File: src/rtl/regfile_sb.sv
// regfile_sb: parametrised two-read/one-write register file with optional
// same-cycle write-to-read bypass, a per-register pending scoreboard for
// multi-cycle producers, and a sequenced clear engine that zeroes one entry
// per cycle.
module regfile_sb #(
  parameter int WIDTH  = 16,
  parameter int NREGS  = 8,
  parameter int AW     = $clog2(NREGS),
  parameter int BYPASS = 1
) (
  input  logic             Clk,
  input  logic             Reset,
  input  logic             LD_reg,
  input  logic [AW-1:0]    DR,
  input  logic [WIDTH-1:0] Load_data,
  input  logic [AW-1:0]    SR1,
  input  logic [AW-1:0]    SR2,
  output logic [WIDTH-1:0] SR1_out,
  output logic [WIDTH-1:0] SR2_out,
  output logic             SR1_ready,
  output logic             SR2_ready,
  input  logic             Claim,
  input  logic [AW-1:0]    Claim_DR,
  input  logic             Clr_req,
  output logic             Busy
);

  typedef enum logic {ST_IDLE, ST_CLEAR} state_t;

  localparam logic [AW-1:0] LAST_IDX = AW'(NREGS - 1);

  state_t           state;
  logic [AW-1:0]    clr_cnt;
  logic [WIDTH-1:0] regs [NREGS];
  logic [NREGS-1:0] pending;
  logic             idle;
  logic             byp1;
  logic             byp2;

  assign idle = (state == ST_IDLE);

  // Clear sequencer: walks clr_cnt from 0 to NREGS-1 once per request, Busy registered with the state.
  always_ff @(posedge Clk) begin
    if (Reset) begin
      state   <= ST_IDLE;
      clr_cnt <= '0;
      Busy    <= 1'b0;
    end else begin
      case (state)
        ST_IDLE: begin
          if (Clr_req) begin
            state   <= ST_CLEAR;
            clr_cnt <= '0;
            Busy    <= 1'b1;
          end
        end
        ST_CLEAR: begin
          clr_cnt <= clr_cnt + AW'(1);
          if (clr_cnt == LAST_IDX) begin
            state   <= ST_IDLE;
            clr_cnt <= '0;
            Busy    <= 1'b0;
          end
        end
        default: state <= ST_IDLE;
      endcase
    end
  end

  // Register and scoreboard update; the claim is applied after the write so a new producer keeps the entry pending.
  always_ff @(posedge Clk) begin
    if (Reset) begin
      for (int i = 0; i < NREGS; i++) regs[i] <= '0;
      pending <= '0;
    end else if (!idle) begin
      regs[clr_cnt]    <= '0;
      pending[clr_cnt] <= 1'b0;
    end else begin
      if (LD_reg) begin
        regs[DR]    <= Load_data;
        pending[DR] <= 1'b0;
      end
      if (Claim) pending[Claim_DR] <= 1'b1;
    end
  end

  // Combinational read ports with optional forwarding of the in-flight write (suppressed while clearing).
  always_comb begin
    byp1      = (BYPASS != 0) && idle && LD_reg && (DR == SR1);
    byp2      = (BYPASS != 0) && idle && LD_reg && (DR == SR2);
    SR1_out   = byp1 ? Load_data : regs[SR1];
    SR2_out   = byp2 ? Load_data : regs[SR2];
    SR1_ready = (byp1 && !(Claim && (Claim_DR == SR1))) ? 1'b1 : ~pending[SR1];
    SR2_ready = (byp2 && !(Claim && (Claim_DR == SR2))) ? 1'b1 : ~pending[SR2];
  end

endmodule

File: config.mk
export PLATFORM = sky130hd
export DESIGN_NAME = regfile_sb
export DESIGN_NICKNAME = d
export VERILOG_FILES = /design/src/rtl/regfile_sb.sv
export SDC_FILE = /design/constraint.sdc
export NUM_CORES = 1
export LEC_CHECK = 0
export BUFFER_PORTS_ARGS = -buffer_cell sky130_fd_sc_hd__buf_2
export CORE_ASPECT_RATIO = 1.75
export CORE_MARGIN = 2
export CORE_UTILIZATION = 55
export CTS_CLUSTER_SIZE = 8
export DETAILED_ROUTE_END_ITERATION = 10
export PLACE_DENSITY_LB_ADDON = 0.05
export SKIP_CTS_REPAIR_TIMING = 1
export SLEW_MARGIN = 10
export SYNTH_ARGS = -nofsm -noshare
export SYNTH_HDL_FRONTEND = slang
export SYNTH_SLANG_ARGS = --single-unit
File: constraint.sdc
create_clock -name Clk -period 2.61 [get_ports Clk]
set_clock_uncertainty 0.15 [all_clocks]
set_input_delay 0.261 -clock Clk [delete_from_list [all_inputs] [get_ports Clk]]
set_output_delay 0.261 -clock Clk [all_outputs]
set_load 0.02 [all_outputs]
==> results of run 1 <==
[cell type report]
type,count,share of cell area
clock inverters,14,0.0140
well taps,183,0.0239
clock buffers,18,0.0447
flip-flops and latches,141,0.428
multi-input cells,377,0.411
inverters,1,0.000391
repair buffers,109,0.0782
[flip-flops by register name (all words and copies together), names as in the netlist]
name     cells
clr_cnt      3
Busy         1
pending      8
regs       128
state        1
[routing by layer]
layer	part of all wire	wire length, um
met5	0	0
met4	0.022	496
met3	0.071	1590
met2	0.54	12100
met1	0.36	8120
[layout by cell type, fill, tap and decap left out, drive strengths merged]
cell type / count
nand2: 29
nor3b: 3
nor2b: 4
mux2i: 2
or2: 2
o221ai: 10
inv: 7
clkbuf: 18
clkinvlp: 3
nand4: 4
edfxtp: 128
dfxtp: 13
nand2b: 10
nor3: 128
buf: 109
mux2: 67
nand3b: 1
clkinv: 4
a21oi: 10
o21ba: 1
and4: 2
ha: 2
xnor2: 12
or3b: 1
o21bai: 8
o32a: 1
mux4: 68
bufinv: 1
a21o: 2
nor2: 8
and3b: 2
[stage by stage]
| step | utilization | hold WS (ns) |
|---|---|---|
| 3_5_place_dp | 0.609 | 0.334 |
| 2_1_floorplan | - | 0.288 |
| 4_1_cts | 0.647 | 0.00524 |
| 6_report | 0.647 | 0.0213 |
| 3_3_place_gp | 0.609 | 0.322 |
| 5_1_grt | 0.647 | 0.0212 |
[power groups by stage]
stage / clock, mW / combinational, mW / sequential [mW]
final: 2.33 / 0.919 / 2.61
after floorplan: 0 / 0.621 / 2.63
after detailed placement: 0 / 0.913 / 2.65
after global placement: 0 / 0.894 / 2.64
after CTS: 2.35 / 0.919 / 2.60
after global routing: 2.43 / 0.970 / 2.62
[cell families (layout without fill, tap and decap cells)]
kind of cell,count (synthesis),count (layout),share of synthesized area
AOI/OAI and AO/OA,32,32,0.0279
xor gates and xnor gates,12,12,0.0126
adders and majority gates,2,2,0.00300
buffers and inverters,59,142,0.0409
DFF,141,141,0.491
muxes,137,137,0.307
and+or+nand+nor,194,194,0.117
[worst max-delay path: stages, from the launching register on]
cell and delay, ns:
dfxtp_2 0.41, buf_4 0.20, nor2b_1 0.08, nand4_1 0.13, buf_4 0.31, mux2_2 0.40
buf_2 0.16
[path summary, 6_finish.rpt]
kind	slack [ns]	end	depth (start not counted)
min	0.02	pending[3]	3
min reg2reg	0.34	pending[2]	2
max reg2reg	0.32	regs[2][0]	5
max	0.08	SR2_out[4]	6
==> flow_summary.toml, run 1 <==
[synthesis]
synthCells = 577
synth_area_per_cell_sq_um = 14.5
synth-async-reset-ratio = 0
synth_cell_types = 31
synth_top_flop_cell = "edfxtp_1"
synth.area.top_cells = "edfxtp_1 46%, mux4_1 21%, mux2_2 9.0%, nor3_1 7.7%, dfxtp_1 3.1%"
yosysWarnings = 0
ys_seq_area_frac = 0.491
synth_common_cells = "128 x edfxtp_1, 128 x nor3_1, 68 x mux4_1, 67 x mux2_2, 29 x nand2_1"
ys_seq_elements = 141
synth_top_area_frac = 0.460
synth_largest_area_cell = "edfxtp_1"
synth_nets = 612
synthesis.area_sq_um = 8350
synth_edf_count = 128

[final_layout]
layout.cells.non_filler = 843
syn_to_final_growth_pct = 14.9
drive_gt1_frac = 0.333
stdcell_area_sq_um = 9600
fillerInstances = 1112
regArea_sq_um = 4110
nets = 682
diodes = 0
multi_input_area_sq_um = 3940

[critical_path]
cp_data_required_time_ns = 2.20
setup.worst_path.start = "state"
cp_data_arrival_time_ns = 2.12
worst_r2r_startpoint = "state"
crit_type = "flop to output pin"
start_kind = "flop"
cp_max_fo = 12
cp-end-kind = "output pin"

[floorplan]
initial_utilization = 0.563
io_pins = 68
dieArea_sq_um = 16200
die_x_um = 97.1
rows = 59
die_h_um = 167
core_sq_um = 14800

[global_routing]
grt_pass1_vias = 6051
grt_pass1_wl_um = 34400
grt_max_degree = 61
grt_util_met2 = 0.506
grt_util_met1 = 0.345
grt_usage = 0.282
grt_use_met3 = 0.0327
grt_overflow_total = 0
grt_busiest_layer = "met2"
antenna_found_initial = 0

[timing]
hold_violations = 0
rsz0062_at_grt = "no"
worst_pin_slew_ns = 0.730
finalSetupViolations = 0
slew_viol_final = 0
worst_slack_ns = 0.0813
relSlewSlack = 0.514
fin_crit_ns = 2.53
setup-tns-final_ns = 0
max_freq_mhz = 395
fin_crit_sh = 0.969

[power]
power_mw = 5.86
p_int_mw = 4.29
combPwrFrac = 0.157
p_per_area_nw_per_um2 = 610
peakVddDrop_mv = 0.545
power_frac_seq = 0.445
pwr-share-clk = 0.398
p_leak_nw = 3.59
p_sw_frac = 0.268
switching_power_mw = 1.57

[clock_network]
clkLatencyLatePin_ns = 0.42
numCtsBuffers = 17
cts_max_level = 4
cts_tree = "done"
clk_path_buf_depth = 2
cts.root.buffer_cell = "clkbuf_16"
clk_pin_slew_ns = 0.06
clkSinkCount = 141

[placed_design]
placed_cell_area_sq_um = 9030
dp_cells = 811
post-dp-hpwl_um = 14400
post-place-ws_ns = 0.264
gp_congestion = 0.811
port_buffers = 67

[flow_run]
drv_cap = 0

[worst_hold_path]
hold_class = "primary input to flop"
min-delay-start = "Claim_DR[1]"

[detailed_routing]
viasPerCell = 6.84
drt_wl_total_um = 22300
drt_first_iter_violations = 414
drt_pass1_iterations = 5
wire_per_inst_um = 26.4
route.detailed.drc = 0
via_count = 5767
drtAntennaViolNets = 0

[run_status]
status = "completed"
(Power assumes the default switching activity.)
==> inputs of run 2 (changes only) <==
- ABC_AREA: not set -> 1
==> flow_summary.toml, run 2 <==
[run_status]
status = "completed"

[critical_path]
endpoint = "SR1_ready"
cp_max_fo = 17
setup.worst_path.start = "state"
r2r_cells = 9
worst_r2r_startpoint = "state"
r2r-end = "regs[7][14]"
regToRegSetupSlack_ns = 0.53
cp_data_arrival_time_ns = 2.03
start_kind = "flop"
crit_type = "flop to output pin"
cp-end-kind = "output pin"
cp_data_required_time_ns = 2.20

[clock_network]
cts.root.buffer_cell = "clkbuf_16"
clkLatencyLatePin_ns = 0.43
numCtsBuffers = 17
clk_pin_slew_ns = 0.06
cts_max_level = 4
cts_tree = "done"
clk_path_buf_depth = 2
clkSinkCount = 141

[synthesis]
ys_seq_area_frac = 0.465
synth_edf_count = 128
yosysWarnings = 0
synth.most_common_cell = "nand2_1"
synth_common_cells = "425 x nand2_1, 249 x nand3_1, 163 x nor2_1, 150 x inv_1, 128 x edfxtp_1"
synth_top_area_frac = 0.435
synthesis.area_sq_um = 8830
ys_seq_elements = 141
synth_cell_types = 22
synthCells = 1256
synth.area.top_cells = "edfxtp_1 44%, nand2_1 18%, nand3_1 14%, nor2_1 6.9%, inv_1 6.4%"
synth_area_per_cell_sq_um = 7.03
synth_top_flop_cell = "edfxtp_1"
synth_largest_area_cell = "edfxtp_1"
synth-async-reset-ratio = 0
synth_nets = 1291

[global_routing]
grt_overflow_total = 0
grt_pass1_vias = 8442
grt_usage = 0.349
grt_max_degree = 73
antenna_found_initial = 0
grt_pass1_wl_um = 44300

[final_layout]
diodes = 0
mostFrequentLayoutCells = "425 x nand2_1, 249 x nand3_1, 163 x nor2_1"
drive_gt1_frac = 0.122
top_regs = "regs x128, pending x8, clr_cnt x3"
final_common_cell = "nand2_1"
syn_to_final_growth_pct = 14.4
largest_reg_flops = 128
nets = 1357
stdcell_area_sq_um = 10100
regMostFlops = "regs"

[placed_design]
gp_congestion = 0.948
port_buffers = 67
placed_cell_area_sq_um = 9450
post-dp-hpwl_um = 18100
post-place-ws_ns = 0.440

[floorplan]
rows = 61
die_x_um = 99.8
die_h_um = 172
core_sq_um = 15800
initial_utilization = 0.559
dieArea_sq_um = 17100
io_pins = 68

[timing]
relSlewSlack = 0.648
max_freq_mhz = 410
worst_pin_slew_ns = 0.529
fin_crit_sh = 0.935
rsz0062_at_grt = "no"
worst_slack_ns = 0.170
slew_viol_final = 0
hold_violations = 0
setup-tns-final_ns = 0
fin_crit_ns = 2.44
finalSetupViolations = 0

[detailed_routing]
drt_pass1_iterations = 9
drtAntennaViolNets = 0
via_count = 8672
viasPerCell = 5.69
drt_wl_total_um = 29100
route.detailed.drc = 0
drt_first_iter_violations = 849
wire_per_inst_um = 19.1

[power]
p_per_area_nw_per_um2 = 621
power_mw = 6.28
peakVddDrop_mv = 0.428
p_leak_nw = 4.65

[worst_hold_path]
hold_class = "primary input to flop"

[flow_run]
drv_cap = 0
==> run 2: changes by cell type after synthesis, sizes merged, moves of 8 or more <==
cell | previous run | this run
inv | 1 | 153
buf | 32 | 43
nand3 | 0 | 250
mux4 | 68 | 0
o21ai | 0 | 13
a21oi | 10 | 18
o221ai | 10 | 0
nor3 | 128 | 4
nand2 | 29 | 435
nand2b | 10 | 0
o21bai | 8 | 0
nor2 | 8 | 168
xnor2 | 12 | 0
mux2 | 67 | 0
==> run 2: cells by family after synthesis <==
| kind of cell | after synthesis | share of synthesized area |
|---|---|---|
| AND/OR/NAND/NOR | 859 | 0.409 |
| buffers and inverters | 223 | 0.106 |
| flip-flops | 141 | 0.465 |
| AO/OA/AOI/OAI | 31 | 0.0176 |
| adder cells (fa/ha/maj) | 2 | 0.00283 |
==> run 2: worst max-delay path, stage by stage, from the launching register on <==
cell	delay, ns
dfxtp_1	0.36
inv_1	0.12
nand2_1	0.10
nor2_1	0.12
nand2_1	0.10
nor2_4	0.41
nand2_1	0.11
nand3_1	0.11
buf_2	0.17
==> run 2: layout make-up <==
class,count,area [sq um]
clock buffer,19,433
clock inverter,13,196
fill,1478,5700
inverter,156,586
multi-input combinational,892,3790
sequential,141,4100
tap,189,236
timing repair buffer,114,756
==> run 2: per-stage QoR <==
stage	cells	utilization	hold WS (ns)
after floorplan	1256	-	0.270
after global placement	1490	0.598	0.321
after detailed placement	1490	0.598	0.330
after CTS	1522	0.638	-0.0464
after global routing	1524	0.639	0.0360
final	1524	0.639	0.00407
==> run 2: layer usage <==
layer / GRT usage / routed length [um] / part of all wire
met1: 0.399 / 10100 / 0.35
met2: 0.598 / 14800 / 0.51
met3: 0.0561 / 2680 / 0.092
met4: 0.230 / 1530 / 0.053
met5: 0 / 0 / 0
==> run 2: power by group <==
part	switching (mW)	internal (mW)
logic	0.758	0.311
clock network	0.924	1.68
registers	0.0351	2.56
==> run 2: worst min path at each step <==
stage	startpoint	end	slack, ns	cells after the start
floorplan	Clr_req	state	0.27	2
global placement	Busy	Busy	0.32	2
detailed placement	pending[4]	pending[4]	0.33	2
CTS	Clr_req	Busy	-0.05	3
global route	Claim_DR[1]	pending[4]	0.04	4
finish	Claim_DR[1]	pending[0]	0.004	4
